[src/rtl/backtrack_ctrl.sv]
// backtrack_ctrl -- trace-table sequencer for the DPLL solver core.
//
// In normal search it forwards decide / imply requests onto the trace stack
// as typed entries (type 0 = Decide, 1 = Forced). On a conflict it unwinds
// the trace down to and including the most recent Decide entry. It emits an
// unassign for every popped variable. It then re-pushes the decided variable
// as a Forced entry with the opposite value. A conflict with no open decision
// is reported as a sticky UNSAT. Only reset leaves UNSAT.
//
// Ports:
//   clock, reset          system clock, asynchronous active-high reset
//   dec_valid, imp_valid  decide / implied-assignment requests
//   req_val, req_var      requested assignment
//   req_ready             request accepted this cycle (combinational)
//   conflict              BCP conflict, sampled in IDLE only
//   tr_push, tr_pop       trace stack strobes
//   tr_type_in/val_in/var_in     entry being pushed
//   tr_type_out/val_out/var_out  top entry, valid together with tr_pop
//   tr_empty, tr_full     trace stack status
//   unassign_valid/var    clear a variable in the assignment memory
//   flip_valid/var/val    write the flipped assignment
//   busy, bt_done, unsat  status
//   decision_level        Decide entries currently on the trace
//   last_depth            pops performed by the most recent backtrack

`ifndef MAX_VARS_BITS
`define MAX_VARS_BITS 8
`endif
`ifndef MAX_VARS
`define MAX_VARS 256
`endif

module backtrack_ctrl #(
   parameter int VAR_BITS = `MAX_VARS_BITS,
   parameter int DEPTH    = `MAX_VARS,
   localparam int CW      = $clog2(DEPTH) + 1
) (
   input  logic                clock,
   input  logic                reset,
   input  logic                dec_valid,
   input  logic                imp_valid,
   input  logic                req_val,
   input  logic [VAR_BITS-1:0] req_var,
   output logic                req_ready,
   input  logic                conflict,
   output logic                tr_push,
   output logic                tr_pop,
   output logic                tr_type_in,
   output logic                tr_val_in,
   output logic [VAR_BITS-1:0] tr_var_in,
   input  logic                tr_type_out,
   input  logic                tr_val_out,
   input  logic [VAR_BITS-1:0] tr_var_out,
   input  logic                tr_empty,
   input  logic                tr_full,
   output logic                unassign_valid,
   output logic [VAR_BITS-1:0] unassign_var,
   output logic                flip_valid,
   output logic [VAR_BITS-1:0] flip_var,
   output logic                flip_val,
   output logic                busy,
   output logic                bt_done,
   output logic                unsat,
   output logic [CW-1:0]       decision_level,
   output logic [CW-1:0]       last_depth
);

   typedef enum logic [1:0] {
      S_IDLE   = 2'd0,
      S_BT_POP = 2'd1,
      S_FLIP   = 2'd2,
      S_UNSAT  = 2'd3
   } state_t;

   state_t              state, state_nx;
   logic [CW-1:0]       level_nx;
   logic [CW-1:0]       depth_cnt, depth_nx;
   logic [CW-1:0]       last_depth_nx;
   logic [VAR_BITS-1:0] flip_var_q, flip_var_nx;
   logic                flip_val_q, flip_val_nx;

   // Counters hold at their limits instead of wrapping.
   function automatic logic [CW-1:0] sat_inc(input logic [CW-1:0] x);
      return (x >= CW'(DEPTH)) ? x : x + 1'b1;
   endfunction

   function automatic logic [CW-1:0] sat_dec(input logic [CW-1:0] x);
      return (x == '0) ? x : x - 1'b1;
   endfunction

   always_comb begin
      state_nx       = state;
      level_nx       = decision_level;
      depth_nx       = depth_cnt;
      last_depth_nx  = last_depth;
      flip_var_nx    = flip_var_q;
      flip_val_nx    = flip_val_q;
      req_ready      = 1'b0;
      tr_push        = 1'b0;
      tr_pop         = 1'b0;
      tr_type_in     = 1'b0;
      tr_val_in      = 1'b0;
      tr_var_in      = '0;
      unassign_valid = 1'b0;
      unassign_var   = '0;
      flip_valid     = 1'b0;
      flip_var       = '0;
      flip_val       = 1'b0;
      busy           = 1'b0;
      bt_done        = 1'b0;
      unsat          = 1'b0;

      // The strobes are combinational. Gating them here keeps every output
      // low while reset is held, even though a request may be pending.
      if (!reset) begin
         unique case (state)
            S_IDLE: begin
               if (conflict) begin
                  if (decision_level == '0) begin
                     state_nx = S_UNSAT;
                  end else begin
                     depth_nx = '0;
                     state_nx = S_BT_POP;
                  end
               end else if (!tr_full && (dec_valid || imp_valid)) begin
                  // An implied assignment wins over a decide and is pushed as Forced.
                  req_ready  = 1'b1;
                  tr_push    = 1'b1;
                  tr_type_in = imp_valid;
                  tr_val_in  = req_val;
                  tr_var_in  = req_var;
                  if (!imp_valid) level_nx = sat_inc(decision_level);
               end
            end

            S_BT_POP: begin
               busy = 1'b1;
               if (tr_empty) begin
                  state_nx = S_UNSAT;
               end else begin
                  tr_pop         = 1'b1;
                  unassign_valid = 1'b1;
                  unassign_var   = tr_var_out;
                  depth_nx       = sat_inc(depth_cnt);
                  if (!tr_type_out) begin
                     flip_var_nx = tr_var_out;
                     flip_val_nx = ~tr_val_out;
                     level_nx    = sat_dec(decision_level);
                     state_nx    = S_FLIP;
                  end
               end
            end

            S_FLIP: begin
               // The Decide entry was just popped, so this push always has room.
               busy          = 1'b1;
               tr_push       = 1'b1;
               tr_type_in    = 1'b1;
               tr_val_in     = flip_val_q;
               tr_var_in     = flip_var_q;
               flip_valid    = 1'b1;
               flip_var      = flip_var_q;
               flip_val      = flip_val_q;
               bt_done       = 1'b1;
               last_depth_nx = depth_cnt;
               state_nx      = S_IDLE;
            end

            S_UNSAT: begin
               busy  = 1'b1;
               unsat = 1'b1;
            end

            default: state_nx = S_IDLE;
         endcase
      end
   end

   // Control state: asynchronous reset
   always_ff @(posedge clock or posedge reset) begin
      if (reset) begin
         state          <= S_IDLE;
         decision_level <= '0;
         depth_cnt      <= '0;
         last_depth     <= '0;
      end else begin
         state          <= state_nx;
         decision_level <= level_nx;
         depth_cnt      <= depth_nx;
         last_depth     <= last_depth_nx;
      end
   end

   // Latched flip assignment: data only, not reset
   always_ff @(posedge clock) begin
      flip_var_q <= flip_var_nx;
      flip_val_q <= flip_val_nx;
   end

endmodule

[config.mk]
export PLATFORM = sky130hd
export DESIGN_NAME = backtrack_ctrl
export DESIGN_NICKNAME = d
export VERILOG_FILES = /design/src/rtl/backtrack_ctrl.sv
export SDC_FILE = /design/constraint.sdc
export NUM_CORES = 1
export LEC_CHECK = 0
export BUFFER_PORTS_ARGS = -buffer_cell sky130_fd_sc_hd__buf_2
export CORE_UTILIZATION = 55
export DETAILED_ROUTE_END_ITERATION = 7
export HOLD_SLACK_MARGIN = 0.06
export PLACE_DENSITY = 0.88
export RECOVER_POWER = 25
export SYNTH_ARGS = -nofsm -noshare
export SYNTH_HDL_FRONTEND = slang
export SYNTH_SLANG_ARGS = --single-unit
[constraint.sdc]
create_clock -name clock -period 4.82 [get_ports clock]
set_clock_uncertainty 0.2 [all_clocks]
set_input_delay 0.241 -clock clock [delete_from_list [all_inputs] [get_ports clock]]
set_output_delay 0.241 -clock clock [all_outputs]
set_load 0.01 [all_outputs]
==> results of run 1 <==
==> critical path, stage by stage <==
cell and delay (ns):
dlygate4sd3_1 0.54, clkbuf_1 0.19, inv_1 0.39, buf_4 0.37
and3_1 0.40, nor2b_1 0.66
==> registers in the layout, indices dropped and copies added, names as in the netlist <==
name            count
decision_level      9
depth_cnt           9
flip_val_q          1
flip_var_q          8
last_depth          9
state               2
==> routing by layer <==
layer | vias to the layer above | share of wire
met5 | - | 0
met4 | 0 | 0.022
met3 | 13 | 0.049
met2 | 91 | 0.53
met1 | 1088 | 0.40
li1 | 1052 | -
==> layout make-up <==
type	instances	area, um2	area share
Multi-Input combinational cell	185	1266	0.4319
Sequential cell	38	996.0	0.3397
Timing Repair Buffer	91	489.2	0.1669
Clock buffer	5	68.82	0.02347
Tap cell	50	62.56	0.02134
Inverter	10	37.54	0.01280
Clock inverter	3	11.26	0.003841
==> through the flow <==
| step | worst slack, ns | total power [mW] | util | instance area, um2 |
|---|---|---|---|---|
| floorplan | 1.608 | 1.234 | - | 2392 |
| global placement | 2.095 | 1.442 | 0.6791 | 2775 |
| global route | 1.441 | 1.818 | 0.7174 | 2932 |
| CTS | 1.747 | 1.692 | 0.7232 | 2955 |
| detailed placement | 1.984 | 1.475 | 0.6791 | 2775 |
| finish | 1.739 | 1.684 | 0.7174 | 2932 |
==> kinds of logic (layout without fill, tap and decap cells) <==
| logic type | Yosys count | after routing | share of synthesized area |
|---|---|---|---|
| and+or+nand+nor | 108 | 108 | 0.2474 |
| AOI/OAI and AO/OA | 44 | 44 | 0.1381 |
| DFF | 38 | 38 | 0.4163 |
| buffers and inverters | 28 | 109 | 0.05439 |
| xor gates and xnor gates | 13 | 13 | 0.04759 |
| muxes | 13 | 13 | 0.05962 |
| adders and majority gates | 7 | 7 | 0.03661 |
==> power groups by stage <==
stage	clock, mW	combinational (mW)	sequential [mW]
global route	0.227	0.958	0.633
detailed placement	0	0.863	0.612
finish	0.207	0.867	0.610
CTS	0.210	0.876	0.606
floorplan	0	0.658	0.576
global placement	0	0.838	0.603
==> how the worst max path moves through the flow <==
| stage | depth (start not counted) | endpoint | from |
|---|---|---|---|
| 2_1_floorplan | 12 | decision_level[6] | state[1] |
| 3_3_place_gp | 5 | flip_var_q[5] | reset |
| 3_5_place_dp | 10 | decision_level[6] | state[1] |
| 4_1_cts | 6 | flip_var_q[1] | reset |
| 5_1_grt | 6 | flip_var_q[4] | reset |
| 6_report | 6 | flip_var_q[4] | reset |
==> placed cells by master, fill, tap and decap left out, types with 7 or more instances in the layout <==
master / count
a22oi_1: 9
and2_1: 19
and3_1: 7
buf_2: 59
clkbuf_1: 19
dfrtp_1: 29
dlygate4sd3_1: 10
edfxtp_1: 9
ha_1: 7
inv_1: 9
mux2_2: 10
nand2_1: 16
nand3_1: 14
nor2_1: 20
nor2b_1: 7
o21ai_0: 10
xnor2_1: 9
==> metrics.md, run 1 <==
| Metric | Value |
|---|---|
| CTS Hold Buffers Added | 10 |
| Cts bufs inserted | 5 |
| Fin nets | 364 |
| Most frequent cell after synthesis | dfrtp_1 |
| First-pass DRT Iterations | 5 |
| Die area | ~4600 um2 |
| Fmax | roughly 0.32 GHz |
| Hold Startpoint | tr_empty |
| Status | complete, no violations |
| Row cnt | 23 |
| Seq cells post-synth | 38 |
| Diodes inserted | 0 |
| Synth Net Count | roughly 280 |
| Setup-failing EPs final | 0 |
| GR Overflow Total | 0 |
| Ratio of cells with drive above 1 in the final layout | 0.2500 |
| Placed Cells | 364 |
| Met3 usage | 0.06333 |
| Pin count of the biggest net entering global routing | 32 |
| Max Slew Vio Count | 0 |
| Fin cells | roughly 380 |
| Global-route wire length before repair | about 9300 um |
| Crit Path Max Fanout | 22 |
| Sw power | about 760 uW |
| Vias | about 2200 |
| Post-CTS setup buffers | 0 |
| Worst-path clk slew | 0.08 ns |
| Syn. warnings | 0 |
| Yosys cell types | approximately 50 |
| Leakage | around 1.4 nW |
| CP Capture Type | register |
| Post-synth EDFFs | 9 |
| Clock power share | 0.123 |
| Worst reg2reg startpoint | state[1] |
| Worst Reg-to-Reg Cells | 10 |
| Initial DRC Count | about 160 |
| H-tree depth | 2 |
| Hold Path Class | primary input to register |
| Worst rel slew slack | 0.4019 |
| Tmin final | approximately 3 ns |
| Clk Latency, worst-skew pair | approximately 0.29 ns |
| GR Layer Usage met2 | 0.4645 |
| Syn Inst Count | around 250 |
| Max cap viols | 0 |
| Top cells by area, synth | dfrtp_1 (30%), edfxtp_1 (11%), and2_1 (5.0%), mux2_2 (4.7%), ha_1 (3.7%) |
| Worst R2R Setup Slack | 1.98 ns |
| Post-synth top area share | 0.3033 |
| Met1 GRT Util | 0.3291 |
| Syn_area_per_cell | ~9.5 um2 |
| Maximum vdd ir drop | 0.3020 mV |
| Worst Setup Path Type | primary input to register |
| Syn-to-layout area delta | 22.54% |
| Combinational Power Share | 0.515 |
| Final Hold Violating Endpoints | 0 |
| Worst hold endpoint | state[0] |
| Routed WL per cell | about 16 um |
| FILL cells | around 320 |
| IO Port Bufs | approximately 80 |
| Clock Sinks | 38 |
| RSZ-0062 raised after global routing | no |
| Vias in the first global route | 2019 |
| Cell internal pwr | roughly 920 uW |
| Synth area leader | dfrtp_1 |
| Crit path launch type | primary input |
| PD cells | 574.5 nW/um2 |
| Most common flop cell mapped by yosys | dfrtp_1 |
| Drt total wl | 6102 um |
| Die W | 67.95 um |
| Fin Hold WS | around 0.19 ns |
| Worst Path Required | 4.54 ns |
| Initial antenna violation count | 0 |
| # IOs | approximately 80 |
| Antenna Nets Post-Route | 0 |
| R2R Path End | decision_level[6] |
| WP data arrival | between 2 and 3 ns |
| Post-CTS sizing | 0 |
| Total Neg Setup Slack | 0 ns |
| Sequential area share after synthesis | 0.4163 |
| CTS tree | done |
| Synth top cells by count | dfrtp_1 (29), nor2_1 (20), and2_1 (19) |
| DP Wirelength | ~4100 um |
| Die Ht | a little under 70 um |
| Top Usage Layer GRT | met2 |
| Cell Area, Synth | between 2000 and 2500 um2 |
| Slew @ Worst Pin | 0.8746 ns |
| Placeable Area | 4086 um2 |
| Fin crit share | 0.6392 |
| Sequential share of power | 0.362 |
| Async SR Flop Fraction | 0.7632 |
| Routed vias/inst | just under 6 |
| Hold path depth | 5 |
| Clock root buffer | clkbuf_8 |
| Routability cong. | approximately 0.87 |
| DRC errors left | 0 |
| Starting Density | 0.5854 |
| Tot GR Track Use | 0.2754 |
| CTS Buffer Depth | 2 |
| Sw Share | 0.4530 |
(Power assumes the default switching activity.)
==> inputs of run 2 (changes only) <==
Settings changed: CORE_UTILIZATION 55 to 46, PLACE_DENSITY 0.88 to 0.79.
Clock period 4.82 ns to 2.6 ns, I/O delays scaled along.
==> run 2 against run 1 <==
  * Final cell count grew 6.5%
  * Sequential power rose by 72%
  * Register-to-register slack worse by 1.8 ns
  * Largest power group unchanged
==> metrics.md, run 2 (synthesis results as in run 1) <==
| Metric | Value |
|---|---|
| Fin nets | between 300 and 400 |
| Worst Setup SP | state[0] |
| Post-DP Area | slightly below 3000 um2 |
| Die W | 74.12 um |
| Initial antenna violation count | 0 |
| Design Area, Final | 3088 um2 |
| Crit path launch type | register |
| Fin cells | roughly 410 |
| R2R Path End | depth_cnt[8] |
| Syn-to-layout area delta | 29.08% |
| IO Port Bufs | 78 |
| Clock power share | 0.142 |
| Antenna Nets Post-Route | 0 |
| CTS tree | done |
| Drt total wl | ~5800 um |
| DRC errors left | 0 |
| CP Capture Type | output pin |
| Maximum vdd ir drop | between 0.6 and 0.7 mV |
| RSZ-0062 raised after global routing | no |
| # IOs | 79 |
| Fin crit share | 0.9496 |
| Final Hold Violating Endpoints | 0 |
| H-tree depth | 2 |
| Most frequent cells in the layout | buf_2 (64), dfrtp_1 (29), nor2_1 (20), and2_1 (19), nand2_1 (16) |
| Clock root buffer | clkbuf_8 |
| Pre-CTS setup slack | 0.2458 ns |
| Cell internal pwr | 1.898 mW |
| Setup-failing EPs final | 0 |
| First-pass DRT Iterations | 4 |
| Vias | about 2200 |
| Starting Density | 0.4934 |
| Pin count of the biggest net entering global routing | 31 |
| Crit Path Max Fanout | 13 |
| DP Wirelength | about 4200 um |
| Global-route wire length before repair | between 9000 and 10000 um |
| Total Neg Setup Slack | 0 ns |
| Worst R2R Setup Slack | 0.20 ns |
| Vias in the first global route | between 2000 and 2500 |
| Status | complete, no violations |
| Sw Share | 0.4283 |
| Max cap viols | 0 |
| Fmax | around 0.41 GHz |
| Sw power | ~1.4 mW |
| Row cnt | 25 |
| Combinational Power Share | 0.542 |
| Placed Cells | about 390 |
| Commonest non-fill, non-tap cell in the layout | buf_2 |
| Worst hold endpoint | state[0] |
| Die area | ~5500 um2 |
| Setup ws final | roughly 0.13 ns |
| Worst Setup Path Type | register to output pin |
| Tmin final | approximately 2.5 ns |
| Worst rel slew slack | 0.5672 |
| Die Ht | approximately 74 um |
| PD cells | between 1000 and 1500 nW/um2 |
| Cts bufs inserted | 5 |
| Power Total | approximately 3.3 mW |
| Leakage | between 1 and 1.5 nW |
| Hold path depth | 5 |
| CTS Buffer Depth | 2 |
| Routability cong. | between 0.8 and 0.9 |
| GR Overflow Total | 0 |
| Worst Reg-to-Reg Cells | 7 |
| Worst Path Required | around 2.3 ns |
| Diodes inserted | 0 |
| Routed vias/inst | between 5 and 6 |
| Worst-path clk slew | about 0.080 ns |
| Routed WL per cell | 14.26 um |
| Regs by FF count | decision_level: 9 flops, depth_cnt: 9 flops, last_depth: 9 flops |
| Initial DRC Count | 161 |
| Placeable Area | 4848 um2 |
| Clk Latency, worst-skew pair | between 0.2 and 0.3 ns |
| WP data arrival | 2.14 ns |
| Max Slew Vio Count | 0 |
| Hold Path Class | primary input to register |
| Clock Sinks | 38 |
| Ratio of cells with drive above 1 in the final layout | 0.3059 |
| Sequential share of power | 0.316 |
| Hold Startpoint | tr_empty |
| Slew @ Worst Pin | approximately 0.64 ns |
| Post-CTS setup buffers | 0 |
| Tot GR Track Use | 0.2307 |
| Worst reg2reg startpoint | state[0] |
run 2: layout make-up:
| class | count | area [um2] |
|---|---|---|
| fillers | 415 | 1760 |
| inverters | 10 | 37.54 |
| multi-input cells | 185 | 1300 |
| clock buffers | 8 | 110.1 |
| well taps | 67 | 83.83 |
| repair buffers | 99 | 560.5 |
| flip-flops and latches | 38 | 996.0 |
run 2: repair_timing:
item / CTS / global route
hold buffers: 10 / 0
hold endpoints to repair: 38 / 0
setup endpoints to repair: 0 / 9
gates resized for setup: 0 / 1
run 2: how the worst max path moves through the flow:
| stage | endpoint | depth (start not counted) |
|---|---|---|
| finish | tr_var_in[1] | 5 |
| detailed placement | depth_cnt[7] | 7 |
| floorplan | decision_level[8] | 12 |
| global placement | decision_level[8] | 8 |
| CTS | tr_var_in[1] | 7 |
| global route | tr_var_in[1] | 5 |
run 2: power groups by stage:
stage               Clock [mW]  Sequential (mW)  Combinational [mW]
floorplan                    0             1.07                1.30
global route             0.512             1.09                2.00
CTS                      0.482             1.05                1.82
finish                   0.471             1.05                1.80
detailed placement           0             1.06                1.79
global placement             0             1.05                1.75
run 2: worst max-delay path, stage by stage, from the launching register on:
cell and delay [ns]:
dfrtp_1 0.45, inv_1 0.11, ha_1 0.39, o21ai_1 0.59
nor2_1 0.13, buf_2 0.17
run 2: per-stage QoR:
stage / util / hold slack (ns)
2_1_floorplan: - / 0.02887
3_3_place_gp: 0.5961 / -0.03626
3_5_place_dp: 0.5961 / -0.04133
4_1_cts: 0.6395 / 0.1105
5_1_grt: 0.6369 / 0.1327
6_report: 0.6369 / 0.1089
run 2: routing by layer:
layer	vias to the layer above	routed length (um)	global-route usage
met5	-	0	0
met4	0	125	0.1090
met3	12	196	0.03930
met2	50	3026	0.3909
met1	1047	2456	0.2865
li1	1073	-	-
